**config.mk**
```make
export PLATFORM = sky130hd
export DESIGN_NAME = video_timing_decoder
export DESIGN_NICKNAME = d
export VERILOG_FILES = /design/src/rtl/video_timing_decoder.sv
export SDC_FILE = /design/constraint.sdc
export NUM_CORES = 1
export LEC_CHECK = 0
export BUFFER_PORTS_ARGS = -buffer_cell sky130_fd_sc_hd__buf_2
export CAP_MARGIN = 10
export CORE_ASPECT_RATIO = 2
export CORE_UTILIZATION = 60
export DETAILED_ROUTE_END_ITERATION = 6
export PLACE_DENSITY = 0.85
export SYNTH_ARGS = -nofsm -noshare
export SYNTH_HDL_FRONTEND = slang
export SYNTH_SLANG_ARGS = --single-unit
export TNS_END_PERCENT = 30
```
**constraint.sdc**
```tcl
create_clock -name clk_rgb -period 6.37 [get_ports clk_rgb]
set_clock_uncertainty 0.1 [all_clocks]
set_input_delay 0.3185 -clock clk_rgb [delete_from_list [all_inputs] [get_ports clk_rgb]]
set_output_delay 0.3185 -clock clk_rgb [all_outputs]
set_load 0.01 [all_outputs]
```
**src/rtl/video_timing_decoder.sv**
```systemverilog
// Video timing decoder: recovers x/y from an hs/vs/de stream, measures line
// and frame totals, and declares lock once two consecutive frames agree with
// each other and with the configured active resolution.
module video_timing_decoder #(
    parameter int unsigned HOR_ACTIVE_PIXELS = 640,
    parameter int unsigned VER_ACTIVE_PIXELS = 480,
    parameter int unsigned HOR_SYNC_POLARITY = 0,
    parameter int unsigned VER_SYNC_POLARITY = 0,
    parameter int unsigned MAX_HOR_TOTAL     = 2200,
    parameter int unsigned MAX_VER_TOTAL     = 1125
) (
    input  logic                                     clk_rgb,
    input  logic                                     rst,
    input  logic                                     ce,
    input  logic                                     hs,
    input  logic                                     vs,
    input  logic                                     de,
    output logic [$clog2(HOR_ACTIVE_PIXELS)-1:0]     x,
    output logic [$clog2(VER_ACTIVE_PIXELS)-1:0]     y,
    output logic                                     valid,
    output logic                                     frame_start,
    output logic                                     locked,
    output logic                                     err,
    output logic [$clog2(MAX_HOR_TOTAL+1)-1:0]       h_total,
    output logic [$clog2(MAX_VER_TOTAL+1)-1:0]       v_total
);
    localparam int XW = $clog2(HOR_ACTIVE_PIXELS);
    localparam int YW = $clog2(VER_ACTIVE_PIXELS);
    localparam int HW = $clog2(MAX_HOR_TOTAL + 1);
    localparam int VW = $clog2(MAX_VER_TOTAL + 1);

    localparam logic          HPOL = (HOR_SYNC_POLARITY != 0);
    localparam logic          VPOL = (VER_SYNC_POLARITY != 0);
    localparam logic [HW-1:0] HMAX = HW'(MAX_HOR_TOTAL);
    localparam logic [VW-1:0] VMAX = VW'(MAX_VER_TOTAL);
    localparam logic [HW-1:0] HACT = HW'(HOR_ACTIVE_PIXELS);
    localparam logic [VW-1:0] VACT = VW'(VER_ACTIVE_PIXELS);
    localparam logic [HW-1:0] XMAX = HW'(HOR_ACTIVE_PIXELS - 1);
    localparam logic [VW-1:0] YMAX = VW'(VER_ACTIVE_PIXELS - 1);

    typedef enum logic [1:0] {SEARCH, TRACK, LOCKED} state_t;
    state_t state;

    // stage 1 and its one-ce-old copy for edge detection
    logic hs1, vs1, de1, hs1_q, vs1_q, de1_q;

    logic [HW-1:0] h_cnt, run_len, last_run, ref_period, ref_run;
    logic [VW-1:0] v_cnt, nruns, ref_height, ref_runs;
    logic          runs_ok, vs_seen, ref_ok;

    logic          hs_ast, vs_ast, de_rise, de_fall;
    logic [HW-1:0] period, cur_period, pos, cur_run;
    logic [VW-1:0] height, nruns_eff, ypos;
    logic          run_bad, x_over, y_over, frame_good, ref_match, violation;

    // Stage-1 event decode; a line closes before the frame on a shared cycle,
    // and a de run starting on a vs assert belongs to the new frame.
    always_comb begin
        hs_ast     = (hs1 == HPOL) && (hs1_q != HPOL);
        vs_ast     = (vs1 == VPOL) && (vs1_q != VPOL);
        de_rise    = de1 && !de1_q;
        de_fall    = !de1 && de1_q;
        period     = (h_cnt == HMAX) ? HMAX : h_cnt + HW'(1);
        cur_period = hs_ast ? period : h_total;
        height     = (hs_ast && (v_cnt != VMAX)) ? v_cnt + VW'(1) : v_cnt;
        nruns_eff  = vs_ast ? '0 : nruns;
        pos        = de_rise ? '0 : run_len;
        ypos       = de_rise ? nruns_eff : nruns_eff - VW'(1);
        cur_run    = de_fall ? run_len : last_run;
        run_bad    = de_fall && (run_len != HACT);
        x_over     = de1 && (pos > XMAX);
        y_over     = de1 && (ypos > YMAX);
        frame_good = runs_ok && !run_bad && (nruns == VACT);
        ref_match  = ref_ok && (cur_period == ref_period) && (height == ref_height) &&
                     (cur_run == ref_run) && (nruns == ref_runs);
        violation  = run_bad || (hs_ast && (period != ref_period)) ||
                     (vs_ast && ((nruns != VACT) || (height != ref_height))) ||
                     x_over || y_over;
    end

    // Input registers, measurement counters and pixel-coordinate outputs
    always_ff @(posedge clk_rgb) begin
        if (rst) begin
            {hs1, vs1, de1, hs1_q, vs1_q, de1_q} <= '0;
            h_cnt       <= '0;
            v_cnt       <= '0;
            run_len     <= '0;
            last_run    <= '0;
            nruns       <= '0;
            runs_ok     <= 1'b0;
            vs_seen     <= 1'b0;
            h_total     <= '0;
            v_total     <= '0;
            x           <= '0;
            y           <= '0;
            valid       <= 1'b0;
            frame_start <= 1'b0;
        end else if (ce) begin
            hs1   <= hs;
            vs1   <= vs;
            de1   <= de;
            hs1_q <= hs1;
            vs1_q <= vs1;
            de1_q <= de1;

            h_cnt <= hs_ast ? '0 : period;
            if (hs_ast) h_total <= period;

            if (vs_ast)      v_cnt <= '0;
            else if (hs_ast) v_cnt <= height;
            if (vs_ast) v_total <= height;

            if (de1) run_len <= (pos == HMAX) ? HMAX : pos + HW'(1);
            if (de_fall) last_run <= run_len;

            if (de_rise)     nruns <= (nruns_eff == VMAX) ? VMAX : nruns_eff + VW'(1);
            else if (vs_ast) nruns <= '0;

            if (vs_ast)       runs_ok <= 1'b1;
            else if (run_bad) runs_ok <= 1'b0;
            if (vs_ast) vs_seen <= 1'b1;

            valid       <= de1;
            x           <= de1 ? XW'((pos > XMAX) ? XMAX : pos) : '0;
            y           <= de1 ? YW'((ypos > YMAX) ? YMAX : ypos) : '0;
            frame_start <= de_rise && (nruns_eff == '0) && (vs_seen || vs_ast);
        end
    end

    // Lock FSM: acquire on matching frames, drop with an err pulse on violation
    always_ff @(posedge clk_rgb) begin
        if (rst) begin
            state      <= SEARCH;
            locked     <= 1'b0;
            err        <= 1'b0;
            ref_ok     <= 1'b0;
            ref_period <= '0;
            ref_run    <= '0;
            ref_height <= '0;
            ref_runs   <= '0;
        end else if (ce) begin
            err <= 1'b0;
            case (state)
                SEARCH: begin
                    if (vs_ast) begin
                        state      <= TRACK;
                        ref_ok     <= 1'b0;
                        ref_period <= '0;
                        ref_run    <= '0;
                        ref_height <= '0;
                        ref_runs   <= '0;
                    end
                end
                TRACK: begin
                    if (vs_ast) begin
                        ref_ok     <= 1'b1;
                        ref_period <= cur_period;
                        ref_height <= height;
                        ref_run    <= cur_run;
                        ref_runs   <= nruns;
                        if (ref_match && frame_good) begin
                            state  <= LOCKED;
                            locked <= 1'b1;
                        end
                    end
                end
                LOCKED: begin
                    if (violation) begin
                        err    <= 1'b1;
                        locked <= 1'b0;
                        state  <= SEARCH;
                    end
                end
                default: begin
                    state  <= SEARCH;
                    locked <= 1'b0;
                end
            endcase
        end
    end

endmodule

```
==> impl_results.md, run 1 <==
- Port bufs: 51
- Post-route minimum period: 3.71 ns
- Synth top area share: 0.363
- DR vias: 8480
- Die X: 87.7 um
- Worst slew pin tran: 1.17 ns
- First-pass GRT wire length: 38.3 mm
- Mean Syn Cell Area: 7.69 um^2
- H-tree depth: 4
- Clock buffer depth: 2
- Initial antenna violation count: 0
- MaxCap Viol Count: 0
- RSZ-0062 raised after global routing: no
- CP Class: reg -> reg
- Routability cong.: 0.919
- Area of the multi-input gates: 5120 um^2
- Top_reg_cell synth: dfxtp_1
- CTS tree: yes
- Seq cells post-synth: 160
- Setup Fix Bufs, Post-CTS: 0
- Pwr dens: 230 nW/um^2
- IO Count: 52
- Crit end category: flop
- Clock Latency Late Sink: 0.43 ns
- Antenna-violating nets left: 0
- Area grow syn2layout: 8.09%
- Clk sinks: 160
- Synth Warn #: 0
- Slew margin rel.: 0.214
- CP cell instances: or2b_1 -> nand2_1 -> ha_1 -> nand2_1 -> nor4_1 -> a21oi_1 -> nand2_1 -> or4_1 -> a21oi_1
- CTS buffer count: 17
- Hold path depth: 3
- Synth Cell Area: 8810 um^2
- HP Class: in -> reg
- Hold buffer count at cts: 0
- CTS clock-pin slew for the worst setup and hold paths: 0.07 ns
- R2r worst-path depth: 9
- Critical path's most frequent cell: nand2_1
- Cell variety after synth: 77
- Die height: 173 um
- Die Area: 15200 um^2
- FP Rows: 62
- Residual DRC: 0
- Top cells by area, synth: dfxtp_1 36%, nor2_1 8.2%, a21oi_1 5.5%, xnor2_1 4.7%, nand2_1 4.2%
- Core ar.: 14400 um^2
- Dominant cell type by area after synthesis: dfxtp_1
- Drt pass-1 iters: 5
- LEAKAGE: 3.47 nW
- Post-synth EDFFs: 0
- First DRT Iteration DRCs: 638
- Fin nets: 1137
- Final hold violation count: 0
- Post-DR wirelength/cell: 17.6 um
- Vias/cell: 6.39
- Largest stage delay, worst path: 0.70 ns
- Number of global-route vias before repair: 7847
- Register area: 3200 um^2
- CP startpoint kind: flop
- Critical path required time: 6.62 ns
- Net Count, Synth: 1160
- FILL cells: 1227
- Root buffer cell: clkbuf_16
- Placed insts: 1296
- Async S/R FF share, synth: 0
- Post-CTS sizing: 0
- Routed wire length: 23.3 mm
- Sequential area share after synthesis: 0.363
- Largest net degree at the start of global routing: 91
- Most common cell in the netlist: nor2_1
- Post-detail-place hpwl: 15.6 mm
- DP Area: 8970 um^2
- Aggregate global-route resource usage: 0.317
- Worst Path Arrival: 3.96 ns
- Setup_tns: 0 ns
- Total grt overflow: 0
- Slew Viols, Final: 0
- Status: completed
- ANT cells: 0
- Final worst path period share: 0.582
- Post-route insts no fill: 1327
- Worst Path Max Fanout: 26
- Share of layout cells above drive strength 1: 0.103
- Fin area: 9530 um^2
- Post-Syn Instances: 1146
- Slowest CP cell: a21oi_1
- Fmax: 0.270 GHz
- Final-report setup violation count: 0
- Peak supply drop: 192 uV
- Initial Utilization: 0.614
- Synth cell count leaders: 192 x nor2_1, 160 x dfxtp_1, 98 x nand2_1, 96 x a21oi_1, 81 x clkbuf_1
[cell type report]
| type | instances | area share |
|---|---|---|
| flip-flops and latches | 160 | 0.336 |
| clock inverters | 13 | 0.0137 |
| well taps | 192 | 0.0252 |
| repair buffers | 59 | 0.0334 |
| multi-input cells | 863 | 0.538 |
| inverters | 22 | 0.00867 |
| clock buffers | 18 | 0.0450 |
[cells by family after synthesis]
group / synth area share
XOR/XNOR: 0.0751
AND/OR/NAND/NOR: 0.253
adder cells (fa/ha/maj): 0.0114
multiplexers: 0.0254
flip-flops: 0.363
AO/OA/AOI/OAI: 0.217
buffers and inverters: 0.0555
[path summary, 6_finish.rpt]
path | start | to | slack, ns
min reg2reg | v_total[8] | v_total[8] | 0.35
max | de1_q | run_len[6] | 2.66
min | de | de1 | 0.02
max reg2reg | de1_q | run_len[6] | 2.66
[layout by cell type, fill, tap and decap left out, types with 4 or more instances in the layout]
master      synthesis  layout
nand3_1            39      39
or3_1               8       8
inv_6               0       4
o2111ai_1           4       4
and3_1              7       7
nor4_1             16      16
a31oi_1             6       6
clkbuf_16           0      17
nand4_1            12      12
ha_1                8       8
a21oi_1            96      96
buf_2              10      50
o21ai_0            66      66
a32oi_1             5       5
inv_1              22      22
xnor2_1            47      47
a211oi_1           31      31
or4_1               4       4
o211ai_1            5       5
buf_4               0       9
dfxtp_1           160     160
and2_1              6       6
xor2_1             26      26
nor2b_1             9       9
nor3b_1             5       5
nand2_1            98      97
clkinvlp_4          0       4
nor2_1            192     192
or2_2               6       6
nand2b_1            5       5
nor3_1             23      23
clkinv_4            0       4
mux2i_1            19      19
a21o_1              4       4
nand4b_1            5       5
a22oi_1            48      48
[per-stage QoR]
stage               hold WS (ns)   util  setup slack (ns)  power (mW)
floorplan                  0.332      -              3.51        1.19
global placement           0.341  0.625              2.86        1.23
detailed placement         0.345  0.625              2.80        1.23
CTS                       0.0166  0.664              2.74        2.20
global route              0.0175  0.664              2.40        2.26
finish                    0.0227  0.664              2.66        2.19
[sequential cells by signal (all words and copies together), names as in the netlist, 11 cells and up]
register	count
ref_height	11
run_len	12
h_total	12
v_total	11
nruns	11
ref_run	12
last_run	12
h_cnt	12
ref_period	12
ref_runs	11
v_cnt	11
[per-layer routing]
metal | vias up | share of wire | track usage | routed length (um)
li1 | 4013 | - | - | -
met1 | 3938 | 0.39 | 0.362 | 9060
met2 | 415 | 0.49 | 0.528 | 11400
met3 | 114 | 0.063 | 0.0610 | 1470
met4 | 0 | 0.058 | 0.194 | 1360
met5 | - | 0 | 0 | 0
[worst max-delay path: cells and delay by family (launching register included)]
kind / cells / cell delay (ns)
and+or+nand+nor: 6 / 1.91
AOI/OAI and AO/OA: 2 / 0.84
DFF: 1 / 0.52
adders and majority gates: 1 / 0.23
[power breakdown]
| group | leakage, nW | internal (mW) | total, mW | switching, mW |
|---|---|---|---|---|
| Combinational | 1.92 | 0.0592 | 0.174 | 0.115 |
| Sequential | 1.29 | 1.02 | 1.04 | 0.0235 |
| Clock | 0.260 | 0.542 | 0.978 | 0.436 |
No activity file was read; power rests on OpenSTA's default activity.
==> run 2, diff against run 1 <==
--- a/config.mk
+++ b/config.mk
@@ -8,9 +8,9 @@
 export BUFFER_PORTS_ARGS = -buffer_cell sky130_fd_sc_hd__buf_2
 export CAP_MARGIN = 10
 export CORE_ASPECT_RATIO = 2
-export CORE_UTILIZATION = 60
+export CORE_UTILIZATION = 56
 export DETAILED_ROUTE_END_ITERATION = 6
-export PLACE_DENSITY = 0.85
+export PLACE_DENSITY = 0.83
 export SYNTH_ARGS = -nofsm -noshare
 export SYNTH_HDL_FRONTEND = slang
 export SYNTH_SLANG_ARGS = --single-unit
==> constraint.sdc (replaced) <==
create_clock -name clk_rgb -period 3 [get_ports clk_rgb]
set_clock_uncertainty 0.1 [all_clocks]
set_input_delay 0.15 -clock clk_rgb [delete_from_list [all_inputs] [get_ports clk_rgb]]
set_output_delay 0.15 -clock clk_rgb [all_outputs]
set_load 0.01 [all_outputs]
==> run 2 against run 1 <==
Against the previous run:
- setup slack got worse by 2.5 ns
- largest cell class unchanged
- clock power increased by 120%
- sequential share of layout area decreased by 2.5 points
- first-iteration DRC count decreased by 15%
- non-clock buffer count increased by 80
- flip-flop and latch count unchanged
- highest routed layer unchanged
- sequential power increased by 110%
- hold slack improved by 0.13 ns
- via count increased by 4.6%
==> impl_results.md, run 2 (synthesis results as in run 1) <==
- Hold Path Sink: h_total[1]
- Area grow syn2layout: 17.3%
- Final Util: 0.672 (+0.00854)
- Worst slew pin tran: 0.952 ns (-0.223 ns)
- Residual DRC: 0 (unchanged)
- Number of global-route vias before repair: 8626 (+9.9%)
- Antenna-violating nets left: 0 (unchanged)
- CP startpoint kind: flop
- RSZ-0062 raised after global routing: no
- CTS tree: yes
- Slowest CP cell: or4b_4
- Post-DR wirelength/cell: 17.6 um (+0.24%)
- Vias/cell: 6.27 (-1.9%)
- Die X: 90.7 um (+3.4%)
- ANT cells: 0 (unchanged)
- Clk sinks: 160 (unchanged)
- Initial Utilization: 0.573 (-0.0409)
- Reg2reg setup slack: 0.14 ns (-2.52 ns)
- First-pass GRT wire length: 41.5 mm (+8.4%)
- Largest stage delay, worst path: 0.57 ns (-0.13 ns)
- Peak supply drop: 410 uV (+110%)
- CP Class: reg -> reg
- Clock Latency Late Sink: 0.43 ns (about the same)
- HP Class: in -> reg
- Setup_tns: 0 ns (unchanged)
- Largest delay share family, worst path: compound AO/OA/AOI/OAI gates
- Crit end category: flop
- Routed wire length: 24.9 mm (+6.8%)
- Routability cong.: 1.00 (+9.1%)
- Die Area: 16300 um^2 (+7.0%)
- MaxCap Viol Count: 0 (unchanged)
- Post-route minimum period: 2.86 ns (-0.851 ns)
- CTS clock-pin slew for the worst setup and hold paths: 0.07 ns (about the same)
- Port bufs: 51 (unchanged)
- Hold_sp: rst
- H-tree depth: 4 (unchanged)
- Critical path required time: 3.26 ns (-3.36 ns)
- Total grt overflow: 0 (unchanged)
- Worst Path Arrival: 3.11 ns (-0.85 ns)
- Largest net degree at the start of global routing: 74 (-19%)
- Pwr dens: 462 nW/um^2 (+100%)
- Initial antenna violation count: 0 (unchanged)
- Fmax: 0.350 GHz (+30%)
- Buf/Inv on CP: 0 (unchanged)
- Drt pass-1 iters: 7 (+2)
- DR vias: 8868 (+4.6%)
- Core ar.: 15400 um^2 (+7.1%)
- Most common cell after layout, fill and taps aside: nor2_1
- Slew margin rel.: 0.365 (+0.151)
- FILL cells: 1286 (+4.8%)
- LEAKAGE: 3.96 nW (+14%)
- Worst r2r src: h_cnt[9]
- Fin nets: 1217 (+7.0%)
- First DRT Iteration DRCs: 541 (-15%)
- Hold path depth: 2 (-1)
- Final-report setup violation count: 0 (unchanged)
- R2r worst-path depth: 8 (-1)
- Aggregate global-route resource usage: 0.313 (-0.00354)
- FP Rows: 64 (+3.2%)
- Most frequent cells in the layout: 191 x nor2_1, 151 x dfxtp_1, 97 x nand2_1, 96 x a21oi_1, 82 x buf_4
- Slew Viols, Final: 0 (unchanged)
- Final Power: 4.78 mW (+120%)
- Worst R2R End: state[1]
- CTS buffer count: 17 (unchanged)
- Share of layout cells above drive strength 1: 0.178 (+0.0754)
- IO Count: 52 (unchanged)
- Root buffer cell: clkbuf_16
- Status: completed
- Final hold violation count: 0 (unchanged)
- Post-detail-place hpwl: 17.3 mm (+11%)
- CP cell instances: or4b_4 -> nor3_4 -> a21oi_1 -> o32a_1 -> a2111oi_2 -> a31oi_1 -> o41a_1 -> a211oi_2
- Worst Path Max Fanout: 6 (-77%)
- Clock buffer depth: 2 (unchanged)
- Die height: 179 um (+3.5%)
- Final worst path period share: 0.952 (+0.370)
run 2: per-layer routing:
metal | GRT usage | wire (um) | vias to the layer above
met5 | 0 | 0 | -
met4 | 0.221 | 1620 | 0
met3 | 0.0436 | 1470 | 140
met2 | 0.548 | 12500 | 434
met1 | 0.342 | 9260 | 4112
li1 | - | - | 4182
run 2: cell type report:
type	count	area, um^2	share of cell area
multi-input cells	863	5230	0.506
clock inverters	10	101	0.00980
clock buffers	22	484	0.0468
inverters	22	82.6	0.00799
repair buffers	139	976	0.0944
flip-flops and latches	160	3210	0.311
well taps	198	248	0.0240
run 2: worst reg2reg max path, delay by kind of cell (launching register included):
| kind | cells | cell delay [ns] |
|---|---|---|
| simple gates | 2 | 0.73 |
| flops | 1 | 0.39 |
| compound gates | 6 | 1.57 |
run 2: worst max-delay path by stage:
stage / from / endpoint / slack, ns / cells after the start
after floorplan: h_cnt[1] / locked / 0.14 / 9
after global placement: v_cnt[1] / locked / 0.04 / 9
after detailed placement: v_cnt[1] / state[1] / -0.05 / 9
after CTS: v_cnt[1] / state[1] / 0.06 / 9
after global routing: nruns[4] / locked / 0.004 / 8
final: h_cnt[9] / state[1] / 0.14 / 8
run 2: through the flow:
stage               worst slack [ns]  hold WS, ns  instances  cell area [um^2]
finish                         0.144        0.148       1414             10300
global route                 0.00425        0.187       1414             10300
CTS                           0.0583        0.151       1412             10200
detailed placement           -0.0487        0.294       1377              9590
global placement              0.0389        0.289       1377              9590
floorplan                      0.138        0.197       1146              8810
run 2: report_power, final:
group,switching (mW),internal (mW)
Clock,0.906,1.24
Combinational,0.271,0.163
Sequential,0.0402,2.16
run 2: repair_timing:
item	CTS	global route
hold buffers	3	0
buffers inserted	0	2
gates cloned	0	0
pin swaps	0	7
setup endpoints to repair	3	3
resized for setup	3	27
endpoints found under the hold margin	3	0
